[src/rtl/pipeline_defs.sv]
// Shared definitions for the front end of the pipeline.
//   NOP_INSTR        : encoding presented downstream when no instruction is valid
//   INSTR_W / PC_W   : instruction and program-counter widths
//   DEFAULT_RESET_PC : PC the fetch stage starts from unless overridden
//   fetch_entry_t    : one buffered fetch result, {pc, instr}
package pipeline_defs;

    localparam int INSTR_W = 32;
    localparam int PC_W    = 32;
    localparam int ENTRY_W = PC_W + INSTR_W;

    localparam logic [INSTR_W-1:0] NOP_INSTR        = 32'h0000_0000;
    localparam logic [PC_W-1:0]    DEFAULT_RESET_PC = 32'h0000_0000;

    typedef struct packed {
        logic [PC_W-1:0]    pc;
        logic [INSTR_W-1:0] instr;
    } fetch_entry_t;

endpackage

[src/rtl/fetch_fifo.sv]
// Small synchronous FIFO holding fetched {pc, instr} words.
//   clk, rst_n : clock and asynchronous active-low reset (control state only)
//   push_i     : write wdata_i (ignored when full)
//   pop_i      : drop the head entry (ignored when empty)
//   flush_i    : discard all entries; overrides push and pop
//   rdata_o    : head entry, read combinationally from registered storage
//   empty_o, full_o, count_o : occupancy status
module fetch_fifo
    import pipeline_defs::*;
#(
    parameter int DEPTH = 2,
    parameter int WIDTH = ENTRY_W
) (
    input  logic                     clk,
    input  logic                     rst_n,
    input  logic                     push_i,
    input  logic                     pop_i,
    input  logic                     flush_i,
    input  logic [WIDTH-1:0]         wdata_i,
    output logic [WIDTH-1:0]         rdata_o,
    output logic                     empty_o,
    output logic                     full_o,
    output logic [$clog2(DEPTH):0]   count_o
);

    localparam int AW = $clog2(DEPTH);

    logic [WIDTH-1:0] mem_q [DEPTH];
    logic [AW-1:0]    wr_ptr_q, rd_ptr_q;
    logic [AW:0]      count_q;
    logic             do_push, do_pop;

    assign empty_o = (count_q == '0);
    assign full_o  = (count_q == (AW+1)'(DEPTH));
    assign count_o = count_q;
    assign rdata_o = mem_q[rd_ptr_q];

    assign do_push = push_i & ~full_o;
    assign do_pop  = pop_i & ~empty_o;

    // DEPTH is a power of two, so the pointers wrap on their own.
    always_ff @(posedge clk or negedge rst_n) begin
        if (!rst_n) begin
            wr_ptr_q <= '0;
            rd_ptr_q <= '0;
            count_q  <= '0;
        end else if (flush_i) begin
            wr_ptr_q <= '0;
            rd_ptr_q <= '0;
            count_q  <= '0;
        end else begin
            if (do_push) wr_ptr_q <= wr_ptr_q + 1'b1;
            if (do_pop)  rd_ptr_q <= rd_ptr_q + 1'b1;
            count_q <= count_q + (AW+1)'(do_push) - (AW+1)'(do_pop);
        end
    end

    always_ff @(posedge clk) begin
        if (do_push && !flush_i) mem_q[wr_ptr_q] <= wdata_i;
    end

endmodule

[src/rtl/if_fetch_stage.sv]
// Instruction-fetch stage: owns the PC, issues in-order requests to
// instruction memory, buffers returned words and presents the oldest one
// to the IF/ID register.
//   clk, reset        : clock; asynchronous active-low reset
//   stall             : hold the presented entry (no pop)
//   redirect_valid/pc : flush everything and restart fetch at redirect_pc
//   imem_req/addr     : request out (handshake with imem_ready)
//   imem_rvalid/rdata : in-order responses
//   out_valid, currpc, nextpc, out_instn : head entry, zeros/NOP when empty
module if_fetch_stage
    import pipeline_defs::*;
#(
    parameter logic [PC_W-1:0] RESET_PC   = DEFAULT_RESET_PC,
    parameter int              FIFO_DEPTH = 2
) (
    input  logic               clk,
    input  logic               reset,
    input  logic               stall,
    input  logic               redirect_valid,
    input  logic [PC_W-1:0]    redirect_pc,
    output logic               imem_req,
    output logic [PC_W-1:0]    imem_addr,
    input  logic               imem_ready,
    input  logic               imem_rvalid,
    input  logic [INSTR_W-1:0] imem_rdata,
    output logic               out_valid,
    output logic [PC_W-1:0]    currpc,
    output logic [PC_W-1:0]    nextpc,
    output logic [INSTR_W-1:0] out_instn
);

    localparam int CNT_W = $clog2(FIFO_DEPTH) + 1;

    logic [PC_W-1:0]  pc_q, pc_d;
    logic [PC_W-1:0]  resp_pc_q, resp_pc_d;
    logic [CNT_W-1:0] outstanding_q, outstanding_d;
    logic [CNT_W-1:0] drop_cnt_q, drop_cnt_d;

    logic [CNT_W-1:0] fifo_count;
    logic [CNT_W:0]   in_use;
    logic             fifo_empty, fifo_full;
    logic             fifo_push, fifo_pop;
    logic             handshake, resp_ok;
    logic [PC_W-1:0]  redir_tgt;
    fetch_entry_t     push_entry, head;

    assign redir_tgt = redirect_pc & ~32'h3;

    // Credit: every issued request already owns a buffer slot, so the
    // FIFO cannot overflow regardless of stall.
    assign in_use    = {1'b0, outstanding_q} + {1'b0, fifo_count};
    assign imem_req  = reset && !redirect_valid && (in_use < (CNT_W+1)'(FIFO_DEPTH));
    assign imem_addr = pc_q;
    assign handshake = imem_req & imem_ready;
    // A response with nothing outstanding (e.g. left over from before a
    // reset) is ignored entirely.
    assign resp_ok   = imem_rvalid & (outstanding_q != '0);

    assign push_entry = '{pc: resp_pc_q, instr: imem_rdata};
    assign fifo_pop   = !fifo_empty && !stall && !redirect_valid;

    always_comb begin
        pc_d          = pc_q;
        resp_pc_d     = resp_pc_q;
        drop_cnt_d    = drop_cnt_q;
        fifo_push     = 1'b0;
        outstanding_d = outstanding_q + CNT_W'(handshake) - CNT_W'(resp_ok);
        if (handshake) pc_d = pc_q + 32'd4;
        if (redirect_valid) begin
            // Everything still in flight after this cycle belongs to the
            // abandoned path, including a response landing right now.
            pc_d       = redir_tgt;
            resp_pc_d  = redir_tgt;
            drop_cnt_d = outstanding_d;
        end else if (resp_ok) begin
            if (drop_cnt_q != '0) begin
                drop_cnt_d = drop_cnt_q - 1'b1;
            end else begin
                fifo_push = 1'b1;
                resp_pc_d = resp_pc_q + 32'd4;
            end
        end
    end

    always_ff @(posedge clk or negedge reset) begin
        if (!reset) begin
            pc_q          <= RESET_PC;
            resp_pc_q     <= RESET_PC;
            outstanding_q <= '0;
            drop_cnt_q    <= '0;
        end else begin
            pc_q          <= pc_d;
            resp_pc_q     <= resp_pc_d;
            outstanding_q <= outstanding_d;
            drop_cnt_q    <= drop_cnt_d;
        end
    end

    fetch_fifo #(
        .DEPTH (FIFO_DEPTH),
        .WIDTH (ENTRY_W)
    ) u_fifo (
        .clk     (clk),
        .rst_n   (reset),
        .push_i  (fifo_push),
        .pop_i   (fifo_pop),
        .flush_i (redirect_valid),
        .wdata_i (push_entry),
        .rdata_o (head),
        .empty_o (fifo_empty),
        .full_o  (fifo_full),
        .count_o (fifo_count)
    );

    assign out_valid = !fifo_empty;
    assign currpc    = fifo_empty ? '0 : head.pc;
    assign nextpc    = fifo_empty ? '0 : head.pc + 32'd4;
    assign out_instn = fifo_empty ? NOP_INSTR : head.instr;

    a_no_spurious_rvalid: assert property (@(posedge clk) disable iff (!reset)
        imem_rvalid |-> (outstanding_q != '0))
        else $warning("if_fetch_stage: imem_rvalid with nothing outstanding, word ignored");

    a_no_overflow: assert property (@(posedge clk) disable iff (!reset)
        fifo_push |-> !fifo_full)
        else $error("if_fetch_stage: push into full fetch buffer");

endmodule

[config.mk]
export PLATFORM = sky130hd
export DESIGN_NAME = if_fetch_stage
export DESIGN_NICKNAME = d
export VERILOG_FILES = /design/src/rtl/pipeline_defs.sv /design/src/rtl/fetch_fifo.sv /design/src/rtl/if_fetch_stage.sv
export SDC_FILE = /design/constraint.sdc
export NUM_CORES = 1
export LEC_CHECK = 0
export BUFFER_PORTS_ARGS = -buffer_cell sky130_fd_sc_hd__buf_2
export CELL_PAD_IN_SITES_DETAIL_PLACEMENT = 1
export CELL_PAD_IN_SITES_GLOBAL_PLACEMENT = 1
export CORE_MARGIN = 3
export CORE_UTILIZATION = 36
export CTS_CLUSTER_DIAMETER = 150
export DETAILED_ROUTE_END_ITERATION = 8
export HOLD_SLACK_MARGIN = 0.1
export PLACE_DENSITY_LB_ADDON = 0.3
export SYNTH_ARGS = -nofsm -noshare
export SYNTH_HDL_FRONTEND = slang
export SYNTH_HIERARCHICAL = 1
export SYNTH_SLANG_ARGS = --single-unit
[constraint.sdc]
create_clock -name clk -period 5.9 [get_ports clk]
set_input_delay 0.295 -clock clk [delete_from_list [all_inputs] [get_ports clk]]
set_output_delay 0.295 -clock clk [all_outputs]
set_load 0.02 [all_outputs]
==> out/metrics.yaml <==
status: "completed"
ys_warn_count: 6
dieArea_um2: 29840
maxSlewHeadroom: 0.3461
htreeDepth: 4
fin_hold_ws_ns: 0.1232
wire_per_inst_um: 18.34
clock_path_buffers: 2
multi_input_area_um2: 4254
fin_crit_sh: 0.6427
synth_largest_area_cell: "edfxtp_1"
cp.required_ns: 5.61
clk_latency_ns: 0.43
area_growth_pct: 22.74
start_util: 0.3693
drive_above_1_share: 0.3485
dp_hpwl_um: 17580
netlist_instances: 777
grt_pass1_vias: 7086
fin_area_um2: 12280
grtUsageTotal: 0.1687
p_leak_nw: 4.878
ant_nets: 0
synthTopCellsByCount: "edfxtp_1 (128), dfrtp_1 (68), nor2b_1 (68), nor2_1 (55), xor2_1 (52)"
yosys_register_bits: 196
drt_pass1_iterations: 6
wl_um: 25400
register_area_um2: 5549
globalRouteOverflowTotal: 0
placed_area_um2: 11330
finalSetupViolations: 0
cp_max_fo: 53
yosysUniqueCellTypes: 54
finalSetupTns_ns: 0
gp_congestion: 0.7657
numCtsBuffers: 17
hp-class: "input pin to register"
power.density_nw_per_um2: 294.4
cts_sinks: 196
drv_slew: 0
nets: 1079
synth_edf_count: 128
avgViaCountPerCell: 4.916
drv_cap: 0
worst_clock_skew_ns: 0.01265
synth_area_um2: 10010
cts_tree: "yes"
clk_pin_slew_ns: 0.08
vias: 6809
core_area_um2: 27100
initialDrtViolationCount: 323
crit_type: "register to primary output"
rows: 60
yosysMostFrequentCell: "edfxtp_1"
seq_area_frac_synth: 0.5541
start_kind: "register"
syn_avg_cell_area_um2: 12.88
power_mw: 3.617
synth_ff_type: "edfxtp_1"
worst-slew-pin-transition_ns: 0.9808
cts_resized: 0
fin_crit_ns: 3.792
synth_top_area_frac: 0.3840
portBuffers: 195
die_h_um: 172.7
finalHoldViolations: 0
rsz0062_at_grt: "false"
clock-root-buffer: "clkbuf_16"
fmax_mhz: 263.7
route.detailed.drc: 0
antenna_found_initial: 1
synthTopCellsByArea: "edfxtp_1 (38%), dfrtp_1 (17%), mux2_4 (7.7%)"
worstPathArrival_ns: 3.50
grt_max_degree: 96
grt_pass1_wl_um: 40140
n_fill_cell: 2896
ir_drop_mv: 0.1620
die_w_um: 172.7
boundaryPins: 200
diodes: 0
utilization: 0.4533
async_reset_ff_frac: 0.3469
worst_setup_path_end_kind: "primary output"
## layout by cell type, fill, tap and decap left out, drive strengths merged, types with 2 or more instances in the layout
master | synthesis | final
clkbuf | 18 | 17
a21boi | 16 | 16
nand2b | 10 | 10
clkinv | 0 | 3
xnor2 | 36 | 36
nand4 | 30 | 30
mux2 | 96 | 96
and4bb | 2 | 2
o21ai | 3 | 3
nand3 | 40 | 40
xor2 | 52 | 52
and2 | 9 | 9
nor3 | 15 | 15
or3 | 2 | 2
and3 | 15 | 15
conb | 1 | 6
dfrtp | 68 | 68
nor2 | 55 | 55
nand2 | 35 | 35
a31oi | 2 | 2
ha | 8 | 8
nor2b | 69 | 69
edfxtp | 128 | 128
dlygate4sd3 | 0 | 33
inv | 10 | 20
a21oi | 10 | 10
buf | 17 | 201
nor4 | 9 | 9
or4 | 3 | 3
mux2i | 2 | 2
bufinv | 0 | 2
and4 | 8 | 8
o21a | 2 | 2
## final timing paths
check,depth (start not counted),start,slack (ns),endpoint
worst max-delay path,8,u_fifo/rd_ptr_q,2.11,nextpc[29]
worst min-delay path,2,redirect_pc[8],0.12,resp_pc_q[8]
worst min register to register,0,resp_pc_q[31],0.51,u_fifo/mem_q[1][63]
max in group asynchronous,2,reset,5.07,u_fifo/rd_ptr_q
min in group asynchronous,2,reset,0.16,imem_addr[9]
worst max register to register,11,u_fifo/count_o[0],2.90,drop_cnt_q[1]
## per-stage QoR
step | instances | worst slack [ns]
final | 1385 | 2.108
after global routing | 1385 | 1.872
after floorplan | 782 | 1.805
after global placement | 1320 | 2.514
after CTS | 1385 | 2.022
after detailed placement | 1320 | 2.505
## cells by family (layout without fill, tap and decap cells)
logic type / count (synthesis) / after routing / synth area share
AOI/OAI and AO/OA: 36 / 36 / 0.02463
other: 1 / 6 / 0.0003747
muxes: 98 / 98 / 0.1291
and+or+nand+nor: 304 / 304 / 0.1770
buffers and inverters: 45 / 276 / 0.02575
adders and majority gates: 9 / 9 / 0.01200
DFF: 196 / 196 / 0.5541
xor gates and xnor gates: 88 / 88 / 0.07701
## critical path, stage by stage (launching register included)
cell	delay, ns
dfrtp_4	0.57
buf_4	0.79
mux2_2	0.37
and2_1	0.34
and3_1	0.33
nand3_1	0.11
xor2_1	0.17
nor2_1	0.13
buf_2	0.21
## metal layers
metal / vias to the layer above / global-route usage / part of all wire
li1: 3220 / - / -
met1: 3370 / 0.2375 / 0.48
met2: 202 / 0.2727 / 0.46
met3: 15 / 0.03909 / 0.051
met4: 2 / 0.02635 / 0.0061
met5: - / 0 / 0.00051
## flip-flops by register name (all words and copies together) (netlist names)
name             count
imem_addr           30
outstanding_q        2
u_fifo/count_o       2
u_fifo/wr_ptr_q      1
drop_cnt_q           2
u_fifo/mem_q       128
resp_pc_q           30
u_fifo/rd_ptr_q      1
## report_power, final
part / internal (mW) / leakage [nW] / total, mW / switching, mW
clock: 0.655 / 0.309 / 1.23 / 0.574
combinational: 0.281 / 2.63 / 0.711 / 0.430
sequential: 1.57 / 1.94 / 1.68 / 0.106
total: 2.51 / 4.88 / 3.62 / 1.11
## final cells by class
cell class,count,share of cell area
Clock inverter,15,0.01640
Multi-Input combinational cell,541,0.3463
Inverter,10,0.003056
Sequential cell,196,0.4517
Clock buffer,17,0.03463
Timing Repair Buffer,234,0.1100
Tap cell,372,0.03789
## timing repair
item                      4_1_cts  5_1_grt
setup buffers                   0        0
hold buffers                   33        0
hold endpoints to repair       66        0
No activity file was read; power rests on OpenSTA's default activity.
